<file path="config.mk">
export PLATFORM = sky130hd
export DESIGN_NAME = axi_stream_packet_if_flat
export DESIGN_NICKNAME = d
export VERILOG_FILES = /design/src/rtl/axi4s_pkg.sv /design/src/rtl/axi_stream_packet_if_if.sv /design/src/rtl/axi4s_word_counter.sv /design/src/rtl/axi_stream_packet_if.sv /design/src/flat_wrapper.sv
export SDC_FILE = /design/constraint.sdc
export NUM_CORES = 1
export LEC_CHECK = 0
export ABC_AREA = 1
export ABC_CLOCK_PERIOD_IN_PS = 2500
export BUFFER_PORTS_ARGS = -buffer_cell sky130_fd_sc_hd__buf_2
export CAP_MARGIN = 20
export CORE_ASPECT_RATIO = 0.5
export CORE_MARGIN = 5
export CORE_UTILIZATION = 33
export DETAILED_ROUTE_END_ITERATION = 6
export GPL_ROUTABILITY_DRIVEN = 0
export PLACE_DENSITY = 0.77
export SYNTH_ARGS = -nofsm -noshare
export SYNTH_HDL_FRONTEND = slang
export SYNTH_SLANG_ARGS = --single-unit
export TNS_END_PERCENT = 5
</file>
<file path="constraint.sdc">
create_clock -name clk -period 2.5 [get_ports clk]
set_input_delay 0.25 -clock clk [delete_from_list [all_inputs] [get_ports clk]]
set_output_delay 0.25 -clock clk [all_outputs]
set_load 0.05 [all_outputs]
</file>
<file path="src/rtl/axi4s_pkg.sv">
// Shared helpers for the AXI-Stream packet tracker: width derivation and
// accessors for the tuser layout {error, trailing byte count}.
package axi4s_pkg;

  function automatic int bpw_of(input int data_width);
    return data_width / 8;
  endfunction

  function automatic int wcw_of(input int max_bytes, input int data_width);
    return $clog2(max_bytes / (data_width / 8)) + 1;
  endfunction

  function automatic logic [31:0] make_user(input logic err, input int bytes,
                                            input int user_width);
    logic [31:0] u;
    u = 32'(bytes) & ((32'd1 << (user_width - 1)) - 32'd1);
    u[user_width-1] = err;
    return u;
  endfunction

  function automatic logic user_error(input logic [31:0] user, input int user_width);
    return user[user_width-1];
  endfunction

  // A zero byte-count field means a completely full beat.
  function automatic int user_bytes(input logic [31:0] user, input int user_width,
                                    input int bpw);
    int field;
    field = int'(user & ((32'd1 << (user_width - 1)) - 32'd1));
    return (field == 0) ? bpw : field;
  endfunction

endpackage

</file>
<file path="src/rtl/axi_stream_packet_if_if.sv">
// AXI-Stream beat bundle; master drives the beat, slave drives tready.
interface axi4s_if #(
  parameter int DATA_WIDTH = 64,
  parameter int USER_WIDTH = 4
) ();
  localparam int BPW = DATA_WIDTH / 8;

  logic [DATA_WIDTH-1:0] tdata;
  logic [USER_WIDTH-1:0] tuser;
  logic [BPW-1:0]        tkeep;
  logic                  tlast;
  logic                  tvalid;
  logic                  tready;

  modport master (output tdata, tuser, tkeep, tlast, tvalid, input tready);
  modport slave  (input tdata, tuser, tkeep, tlast, tvalid, output tready);
endinterface

</file>
<file path="src/rtl/axi4s_word_counter.sv">
// Beat position within the current packet plus per-query "byte is in this
// beat" compares against that position.
module axi4s_word_counter #(
  parameter int WCW = 14,
  parameter int BPW = 8,
  parameter int NQ  = 2
) (
  input  logic                clk,
  input  logic                rst_n,
  input  logic                advance,
  input  logic                last,
  input  logic [NQ-1:0][15:0] query,
  output logic [WCW-1:0]      word_count,
  output logic [NQ-1:0]       reached
);
  localparam int SH = $clog2(BPW);

  // Oversize packets pin at the maximum count rather than wrapping.
  always_ff @(posedge clk or negedge rst_n) begin
    if (!rst_n) begin
      word_count <= '0;
    end else if (advance) begin
      if (last)
        word_count <= '0;
      else if (word_count != {WCW{1'b1}})
        word_count <= word_count + 1'b1;
    end
  end

  always_comb begin
    reached = '0;
    for (int i = 0; i < NQ; i++)
      reached[i] = (32'(query[i] >> SH) == 32'(word_count));
  end
endmodule

</file>
<file path="src/rtl/axi_stream_packet_if.sv">
// Zero-latency AXI-Stream pass-through that reports where the current beat
// sits inside its packet, how many bytes it carries and its error flag.
module axi_stream_packet_if
  import axi4s_pkg::*;
#(
  parameter int DATA_WIDTH       = 64,
  parameter int USER_WIDTH       = 4,
  parameter int TKEEP            = 1,
  parameter int MAX_PACKET_BYTES = 65536,
  localparam int BPW = bpw_of(DATA_WIDTH),
  localparam int WCW = wcw_of(MAX_PACKET_BYTES, DATA_WIDTH),
  localparam int BCW = $clog2(BPW + 1)
) (
  input  logic           clk,
  input  logic           rst_n,
  axi4s_if.slave         s,
  axi4s_if.master        m,
  input  logic [15:0]    query_a,
  input  logic [15:0]    query_b,
  output logic           reached_a,
  output logic           reached_b,
  output logic [WCW-1:0] word_count,
  output logic [BCW-1:0] word_bytes,
  output logic           error_bit
);
  logic       handshake;
  logic [1:0] reached;

  assign m.tdata  = s.tdata;
  assign m.tuser  = s.tuser;
  assign m.tlast  = s.tlast;
  assign m.tvalid = s.tvalid;
  assign s.tready = m.tready;

  generate
    if (TKEEP != 0) begin : g_keep
      assign m.tkeep = s.tkeep;
    end else begin : g_no_keep
      assign m.tkeep = '1;
    end
  endgenerate

  assign handshake = s.tvalid && m.tready;
  assign error_bit = user_error(32'(s.tuser), USER_WIDTH);

  // On the last beat tkeep is the authoritative byte count when present.
  always_comb begin
    word_bytes = BCW'(user_bytes(32'(s.tuser), USER_WIDTH, BPW));
    if (TKEEP != 0 && s.tlast) begin
      word_bytes = '0;
      for (int i = 0; i < BPW; i++)
        word_bytes = word_bytes + BCW'(s.tkeep[i]);
    end
  end

  axi4s_word_counter #(
    .WCW (WCW),
    .BPW (BPW),
    .NQ  (2)
  ) u_word_counter (
    .clk        (clk),
    .rst_n      (rst_n),
    .advance    (handshake),
    .last       (s.tlast),
    .query      ({query_b, query_a}),
    .word_count (word_count),
    .reached    (reached)
  );

  assign reached_a = reached[0];
  assign reached_b = reached[1];
endmodule

</file>
<file path="src/flat_wrapper.sv">
// flat-port wrapper written by rule: the top's interface ports become plain ports
module axi_stream_packet_if_flat import axi4s_pkg::*;
#(
  parameter int DATA_WIDTH       = 64,
  parameter int USER_WIDTH       = 4,
  parameter int TKEEP            = 1,
  parameter int MAX_PACKET_BYTES = 65536,
  localparam int BPW = bpw_of(DATA_WIDTH),
  localparam int WCW = wcw_of(MAX_PACKET_BYTES, DATA_WIDTH),
  localparam int BCW = $clog2(BPW + 1)
)
  (clk, rst_n, query_a, query_b, reached_a, reached_b, word_count, word_bytes, error_bit, s_tdata, s_tuser, s_tkeep, s_tlast, s_tvalid, s_tready, m_tdata, m_tuser, m_tkeep, m_tlast, m_tvalid, m_tready);
  axi4s_if #(.DATA_WIDTH(DATA_WIDTH), .USER_WIDTH(USER_WIDTH)) s_i ();
  axi4s_if #(.DATA_WIDTH(DATA_WIDTH), .USER_WIDTH(USER_WIDTH)) m_i ();
  input  logic clk;
  input  logic rst_n;
  input  logic [15:0] query_a;
  input  logic [15:0] query_b;
  output logic reached_a;
  output logic reached_b;
  output logic [WCW-1:0] word_count;
  output logic [BCW-1:0] word_bytes;
  output logic error_bit;
  input wire logic [$bits(s_i.tdata)-1:0] s_tdata;
  input wire logic [$bits(s_i.tuser)-1:0] s_tuser;
  input wire logic [$bits(s_i.tkeep)-1:0] s_tkeep;
  input wire logic [$bits(s_i.tlast)-1:0] s_tlast;
  input wire logic [$bits(s_i.tvalid)-1:0] s_tvalid;
  output wire logic [$bits(s_i.tready)-1:0] s_tready;
  output wire logic [$bits(m_i.tdata)-1:0] m_tdata;
  output wire logic [$bits(m_i.tuser)-1:0] m_tuser;
  output wire logic [$bits(m_i.tkeep)-1:0] m_tkeep;
  output wire logic [$bits(m_i.tlast)-1:0] m_tlast;
  output wire logic [$bits(m_i.tvalid)-1:0] m_tvalid;
  input wire logic [$bits(m_i.tready)-1:0] m_tready;
  assign s_i.tdata = s_tdata;
  assign s_i.tuser = s_tuser;
  assign s_i.tkeep = s_tkeep;
  assign s_i.tlast = s_tlast;
  assign s_i.tvalid = s_tvalid;
  assign s_tready = s_i.tready;
  assign m_tdata = m_i.tdata;
  assign m_tuser = m_i.tuser;
  assign m_tkeep = m_i.tkeep;
  assign m_tlast = m_i.tlast;
  assign m_tvalid = m_i.tvalid;
  assign m_i.tready = m_tready;
  axi_stream_packet_if #(.DATA_WIDTH(DATA_WIDTH), .USER_WIDTH(USER_WIDTH), .TKEEP(TKEEP), .MAX_PACKET_BYTES(MAX_PACKET_BYTES)) u_core (.clk(clk), .rst_n(rst_n), .s(s_i), .m(m_i), .query_a(query_a), .query_b(query_b), .reached_a(reached_a), .reached_b(reached_b), .word_count(word_count), .word_bytes(word_bytes), .error_bit(error_bit));
endmodule
</file>
**Word level (Yosys, flattened, before mapping)**

Index checks and enable logic that the tools add are counted.

- Bits in registers: 14
- Input port bits: 113
- Output and inout port bits: 100
- Word-level logic and storage cells: 20

- $add $sub $neg: 8
- Equality and inequality tests: 3
- Multiplexer cells: 4
- Reductions and logical operators: 4

Operator list:

| operator | number |
|---|---|
| $logic_not 32->1 | 1 |
| $eq 13x14->1 | 2 |
| $mux 14 | 2 |
| $add 4x1->4 | 6 |
| $add 14x1->14 const B | 1 |
| $ne 14x14->1 const B | 1 |
| $mux 4 | 2 |
| $add 1x1->2 | 1 |
| $reduce_and 2->1 | 1 |
| $reduce_bool 2->1 | 1 |
| $logic_and 1x1->1 | 1 |

**Depth between registers and ports, before layout**

Gate-level depths: netlist of the first run.

- Word-level depth: 8
- Gate-level depth with buffers: 10
- Mapped depth without buffers: 10

**Cells and area by module**

Synthesis of the first run repeated with hierarchy kept, for this count alone.

- Cells, all modules: 318
- Area, all modules: 2114.5 µm²

Modules (own cells, without submodules):

| module | instances | cells an instance | area each (µm²) |
|---|---|---|---|
| axi4s_word_counter | 1 | 196 | 1258.7 |
| axi_stream_packet_if | 1 | 122 | 855.8 |

**Least setup slack after synthesis of the first run**

No wires, ideal clock.

- Path kind: input to output
- Start: in s_tkeep[0]
- End: out word_bytes[1]
- Arrival time: 3387 ps
- Data required time: 2250 ps
- Slack: -1137 ps
- Stages: 7
- Path buffers: 0
- Path through: ha_1 > inv_1 > fa_1 > fa_1 > fa_1 > fa_1 > o21ai_0

- Cells in the longest elaborated chain, start to end: 8

Ends and longest elaborated chain:

| item | RTL line | RTL |
|---|---|---|
| from (decl) | flat_wrapper.sv:26 | `input wire logic [$bits(s_i.tkeep)-1:0] s_tkeep;` |
| $add 1x1->2 | axi_stream_packet_if.sv:52 | `word_bytes = word_bytes + BCW'(s.tkeep[i]);` |
| $add 4x1->4 (6 in series) | axi_stream_packet_if.sv:52 |  |
| $mux 4 | axi_stream_packet_if.sv:49 | `if (TKEEP != 0 && s.tlast) begin` |
| to (decl) | flat_wrapper.sv:22 | `output logic [BCW-1:0] word_bytes;` |

Every way passes these cells.

**Final worst setup path of the first run**

- Start: in s_tkeep[1]
- End: out word_bytes[2]

Same word-level chain as after synthesis.

==> results of run 1 <==
==> power breakdown <==
part	switching [mW]	internal, mW
clock network	0.0981	0.243
logic	0.234	0.133
registers	0.0155	0.234
==> through the flow <==
stage	cell area [µm²]	utilization	hold slack, ns
after global placement	1950	0.319	0.164
after detailed placement	1950	0.319	0.163
after floorplan	2120	-	-0.0456
after global routing	2110	0.344	0.417
after CTS	2080	0.339	0.375
final	2110	0.344	0.370
==> cell usage after synthesis (2+ instances only) <==
master,instances,share of area
o21ai_0,14,0.033
buf_2,2,0.0048
dfrtp_1,14,0.17
nand2_2,2,0.0060
xor2_1,6,0.025
ha_1,4,0.024
nand3_1,13,0.031
o21ai_1,6,0.014
nand2_1,60,0.11
a21oi_1,4,0.0095
fa_1,4,0.038
buf_4,83,0.30
inv_1,32,0.057
nor3_1,4,0.0095
o21bai_1,2,0.0071
o21ai_2,6,0.025
nor2_1,25,0.045
nor2_2,2,0.0060
nand4_1,5,0.015
or2_2,3,0.0089
o22ai_1,2,0.0060
xnor2_1,6,0.025
clkinv_1,2,0.0036
==> how the worst min path moves through the flow <==
stage	to	slack, ns	cells past startpoint
detailed placement	u_core.u_word_counter.word_count[8]	0.16	1
CTS	u_core.u_word_counter.word_count[12]	0.37	5
finish	u_core.u_word_counter.word_count[12]	0.37	5
global route	u_core.u_word_counter.word_count[12]	0.42	5
global placement	u_core.u_word_counter.word_count[8]	0.16	1
floorplan	u_core.u_word_counter.word_count[0]	-0.05	0
==> timing repair <==
item | 4_1_cts | 5_1_grt
cloned | 0 | 0
pin swaps | 1 | 0
hold buffers | 1 | 0
resized for setup | 8 | 8
setup endpoints to repair | 4 | 4
endpoints found under the hold margin | 14 | 0
==> layout make-up <==
cell class | instances | area share
clock buffers | 4 | 0.0422
well taps | 88 | 0.0523
repair buffers | 77 | 0.202
multi-input cells | 173 | 0.476
inverters | 34 | 0.0606
flip-flops and latches | 14 | 0.166
==> cell usage in the layout (no fill, tap or decap), types with 3 or more instances in the layout <==
master | synthesis | final
buf_2 | 2 | 69
inv_1 | 32 | 31
nand4_1 | 5 | 5
o21ai_1 | 6 | 7
nor3_1 | 4 | 4
a21oi_1 | 4 | 3
xnor2_1 | 6 | 6
nand3_1 | 13 | 13
clkbuf_16 | 0 | 3
nor2_1 | 25 | 23
buf_6 | 1 | 5
dfrtp_1 | 14 | 14
o21ai_0 | 14 | 12
nand2_1 | 60 | 60
or2_2 | 3 | 3
nor2_2 | 2 | 4
ha_1 | 4 | 3
o21ai_2 | 6 | 6
xor2_1 | 6 | 6
==> worst max-delay path: stages <==
cell     delay, ns
buf_6         0.10
ha_4          0.25
inv_2         0.03
fa_1          0.49
fa_1          0.44
fa_2          0.37
fa_2          0.35
nor2_2        0.10
nor2_2        0.05
a21oi_4       0.15
buf_6         0.17
==> layer usage <==
metal	global-route usage	vias to the layer above	share of wire
met2	0.194	70	0.46
met4	0.0502	0	0.033
met5	0	-	0
li1	-	876	-
met3	0.0359	21	0.087
met1	0.135	767	0.42
==> kinds of logic after synthesis <==
kind of cell,Yosys count,share of synthesized area
adders and majority gates,8,0.0620
AOI/OAI and AO/OA,37,0.106
buffers and inverters,122,0.377
xor gates and xnor gates,12,0.0501
and+or+nand+nor,116,0.238
DFF,14,0.167
==> impl_metrics.ini, run 1 <==
[place]
dpl.cell_count = 385
preCtsSetupSlack_ns = -0.676
detailedPlacementHpwl_mm = 3.87
place.port_buffers = 75

[power_and_ir_drop]
p_leak_nw = 1.07
power_per_cell_area_nw_per_um2 = 455
total_chip_power_uw = 958
vdd_ir_drop_max_uv = 179

[setup_path]
cp-end-kind = primary output
cp-endpoint = word_bytes[2]
critPathMaxFanout = 2
critPathArrivalTime_ns = 2.75
ff2ff_path_depth = 10
cp_data_required_time_ns = 2.25
regToRegEndpoint = u_core.u_word_counter.word_count[10]
timing_worst_setup_path_type = input port to primary output
launch_instance_of_the_worst_register_to_register_path = u_core.u_word_counter.word_count[0]
reg2reg_slack_ns = 0.75
startpoint_type = input port
critPathLaunch = s_tkeep[1]

[logic_synthesis]
syn_nets = 430
synthDistinctLibCells = 31
synth_edf_count = 0
yosysSeqAreaShare = 0.167
post_synth_instance_area_um2 = 2100
post_synth_inst_count = 309
synth_ff_type = dfrtp_1
avgSynthCellArea_um2 = 6.79
synth-async-reset-ratio = 1.00
synthesis.yosys.warnings = 0
ys_ff_latch = 14

[clock_tree]
htree_levels = 1
cts_tree = built
clock_buffer_count_from_cts = 3
clock_latency_ns = 0.25
path_clk_slew_ns = 0.05
max-clock-path-buffers = 2
clock_sink_count = 14
clock-root-buffer = clkbuf_16
postCtsSetupRepairBufs = 0

[detailed_routing]
wl_per_cell_um = 12.1
firstDrtPassIters = 4
route.vias.total = 1734
drc = 0
vias_per_cell = 4.45
routed_wirelength_mm = 4.71
drtAntennaViolNets = 0
drt_iter0_markers = 43

[layout]
area_delta_synth_final_pct = 0.358
biggest_registers_after_layout = u_core.u_word_counter.word_count x14
largest_register = u_core.u_word_counter.word_count
area.sequential_um2 = 350
multi_input_comb_area_um2 = 1000
fillers = 659
max_ffs_per_register = 14
drive_gt1_frac = 0.341
insertedDiodeCount = 0
final_cell_count_no_fill = 390
finalNetCount = 424

[timing]
timing.clock.skew_ns = 0.00215
measured_slew_at_the_worst_slew_check_pin_ns = 0.342
hold_viol = 0
final.period_utilization = 1.20
maxClockFrequency_mhz = 333
number_of_max_slew_violations_in_the_final_report = 0
post-route-min-period_ns = 3.00
rsz0062_at_grt = yes
slew_headroom = 0.772
timing.setup.tns_ns = -1.29
post-route-worst-setup-slack_ns = -0.503
setup_viol = 4

[outcome]
violations = setup timing
outcome = complete, but fails checks

[floorplanning]
die_width_um = 123
floorplan.rows = 20
top_level_ports = 213
dieArea_um2 = 8150
die-height_um = 66.4
core_region_area_um2 = 6130
initial_core_util = 0.342

[global_route]
number_of_antenna_violations_at_the_first_check_in_global_routing = 0
grt_util_all_layers = 0.115
pin_count_of_the_biggest_net_entering_global_routing = 28
global_route_wire_length_before_repair_mm = 7.67
grt_pass1_vias = 1712
gr-total-overflow = 0

[run]
cap_violations = 0

[min_path]
hold_path.class = input port to register
worst_hold_startpoint = m_tready
No activity file was read; power rests on OpenSTA's default activity.
==> inputs of run 2 (changes only) <==
--- a/config.mk
+++ b/config.mk
@@ -6,15 +6,16 @@
 export NUM_CORES = 1
 export LEC_CHECK = 0
 export ABC_AREA = 1
-export ABC_CLOCK_PERIOD_IN_PS = 2500
+export ABC_CLOCK_PERIOD_IN_PS = 2460
 export BUFFER_PORTS_ARGS = -buffer_cell sky130_fd_sc_hd__buf_2
 export CAP_MARGIN = 20
 export CORE_ASPECT_RATIO = 0.5
 export CORE_MARGIN = 5
-export CORE_UTILIZATION = 33
+export CORE_UTILIZATION = 34
+export CTS_BUF_LIST = sky130_fd_sc_hd__clkbuf_4 sky130_fd_sc_hd__clkbuf_8
 export DETAILED_ROUTE_END_ITERATION = 6
 export GPL_ROUTABILITY_DRIVEN = 0
-export PLACE_DENSITY = 0.77
+export PLACE_DENSITY = 0.79
 export SYNTH_ARGS = -nofsm -noshare
 export SYNTH_HDL_FRONTEND = slang
 export SYNTH_SLANG_ARGS = --single-unit
==> constraint.sdc (replaced) <==
create_clock -name clk -period 2.46 [get_ports clk]
set_input_delay 0.246 -clock clk [delete_from_list [all_inputs] [get_ports clk]]
set_output_delay 0.246 -clock clk [all_outputs]
set_load 0.05 [all_outputs]
==> impl_metrics.ini, run 2 (synthesized netlist as in run 1, its figures left out) <==
[outcome]
outcome = complete, but fails checks
violations = setup timing

[layout]
biggest_registers_after_layout = u_core.u_word_counter.word_count x14
final_util = 0.340
final_cell_count_no_fill = 391
area.sequential_um2 = 350
fin_area_um2 = 2050
multi_input_comb_area_um2 = 986
insertedDiodeCount = 0
area_delta_synth_final_pct = -2.32
mostFrequentLayoutCell = buf_2
largest_register = u_core.u_word_counter.word_count
drive_gt1_frac = 0.333
max_ffs_per_register = 14
most-common-layout-cells = buf_2 (71), nand2_1 (60), inv_1 (31)
finalNetCount = 425
fillers = 652

[setup_path]
ff2ff_path_depth = 10
cp_data_required_time_ns = 2.21
startpoint_type = input port
critPathMaxFanout = 2
launch_instance_of_the_worst_register_to_register_path = u_core.u_word_counter.word_count[0]
timing_worst_setup_path_type = input port to primary output
critPathLaunch = s_tkeep[0]
cp-end-kind = primary output
critPathArrivalTime_ns = 2.81

[timing]
measured_slew_at_the_worst_slew_check_pin_ns = 0.328
maxClockFrequency_mhz = 327
rsz0062_at_grt = yes
timing.clock.skew_ns = 0.000942
setup_viol = 4
post-route-worst-setup-slack_ns = -0.598
slew_headroom = 0.781
hold_viol = 0
post-route-min-period_ns = 3.06
number_of_max_slew_violations_in_the_final_report = 0
final.period_utilization = 1.24
hold_slack_ns = 0.338

[detailed_routing]
drc = 0
firstDrtPassIters = 4
route.vias.total = 1690
wl_met3_um = 264
routed_wirelength_mm = 4.54
vias_per_cell = 4.32
met2RoutedLength_mm = 2.14
route.top_layer_used = met4
drt_iter0_markers = 46
wl_per_cell_um = 11.6
drtAntennaViolNets = 0
m1WireLength_mm = 2.02

[global_route]
pin_count_of_the_biggest_net_entering_global_routing = 28
gr-total-overflow = 0
number_of_antenna_violations_at_the_first_check_in_global_routing = 0
grt_util_all_layers = 0.108
grt_pass1_vias = 1576
global_route_wire_length_before_repair_mm = 7.17

[place]
detailedPlacementHpwl_mm = 3.77
preCtsSetupSlack_ns = -0.753
dpl.cell_count = 386
place.port_buffers = 75
placed_area_um2 = 1960

[clock_tree]
htree_levels = 1
path_clk_slew_ns = 0.06
clock_sink_count = 14
clock-root-buffer = clkbuf_8
cts_tree = built
clock_buffer_count_from_cts = 3
clock_latency_ns = 0.25
postCtsSetupRepairBufs = 0
max-clock-path-buffers = 2

[power_and_ir_drop]
share_seq_of_total_power = 0.294
clockPowerShare = 0.271
net-switching-power_uw = 342
vdd_ir_drop_max_uv = 172
intPower_uw = 514
power_per_cell_area_nw_per_um2 = 417
switching_share = 0.400
p_leak_nw = 1.05
comb_power_share = 0.435

[floorplanning]
die_width_um = 121
initial_core_util = 0.348
die-height_um = 65.6
floorplan.rows = 20
top_level_ports = 213
dieArea_um2 = 7940
core_region_area_um2 = 6030

[run]
cap_violations = 0

[min_path]
hold_path.class = input port to register
worst_hold_startpoint = m_tready
whs_path_depth = 5
## run 2: changes by cell type in the layout (fill, tap and decap cells not counted)
cell / before / now
buf_2: 69 / 71
nor2_2: 4 / 2
nor2_1: 23 / 25
ha_1: 3 / 4
buf_6: 5 / 3
clkbuf_16: 3 / 0
clkbuf_8: 1 / 4
buf_4: 2 / 3
ha_4: 1 / 0
## run 2: worst paths after layout
| check | slack [ns] | end |
|---|---|---|
| setup / recovery | -0.60 | word_bytes[2] |
| hold / removal | 0.34 | u_core.u_word_counter.word_count[12] |
| setup reg to reg | 0.74 | u_core.u_word_counter.word_count[10] |
| hold reg to reg | 0.60 | u_core.u_word_counter.word_count[9] |
| max in group asynchronous | 1.79 | u_core.u_word_counter.word_count[6] |
| min in group asynchronous | 0.42 | u_core.u_word_counter.word_count[8] |
## run 2: what timing repair did
| action | in CTS | in global routing |
|---|---|---|
| hold endpoints to repair | 14 | 0 |
| endpoints found under the setup margin | 4 | 4 |
| pin swaps | 0 | 1 |
| gates resized for setup | 8 | 1 |
| hold buffers | 1 | 0 |
## run 2: worst max-delay path, cell delays in order
cell	delay [ns]
buf_2	0.10
ha_1	0.28
inv_2	0.04
fa_1	0.50
fa_1	0.44
fa_2	0.37
fa_2	0.35
nor2_1	0.09
nor2_1	0.07
a21oi_4	0.15
buf_6	0.17
## run 2: metal layers
metal  vias to the layer above  GRT usage
li1                        875          -
met1                       746      0.138
met2                        50      0.182
met3                        19     0.0206
met4                         0     0.0447
met5                         -          0
## run 2: layout make-up
cell class,count,area share
Inverter,34,0.0622
Tap cell,88,0.0537
Clock buffer,4,0.0268
Timing Repair Buffer,78,0.206
Multi-Input combinational cell,173,0.481
Sequential cell,14,0.171
## run 2: power groups by stage
stage | Clock, mW | Sequential [mW] | Combinational [mW]
after floorplan | 0 | 0.279 | 0.533
after detailed placement | 0 | 0.256 | 0.357
after CTS | 0.232 | 0.252 | 0.378
after global routing | 0.244 | 0.253 | 0.408
after global placement | 0 | 0.255 | 0.348
final | 0.232 | 0.252 | 0.372
## run 2: metrics by stage
stage | setup TNS, ns | total power [mW]
6_report | -1.67 | 0.856
5_1_grt | -2.09 | 0.904
4_1_cts | -1.75 | 0.862
3_5_place_dp | -2.14 | 0.613
3_3_place_gp | -1.92 | 0.604
2_1_floorplan | -1.48 | 0.812
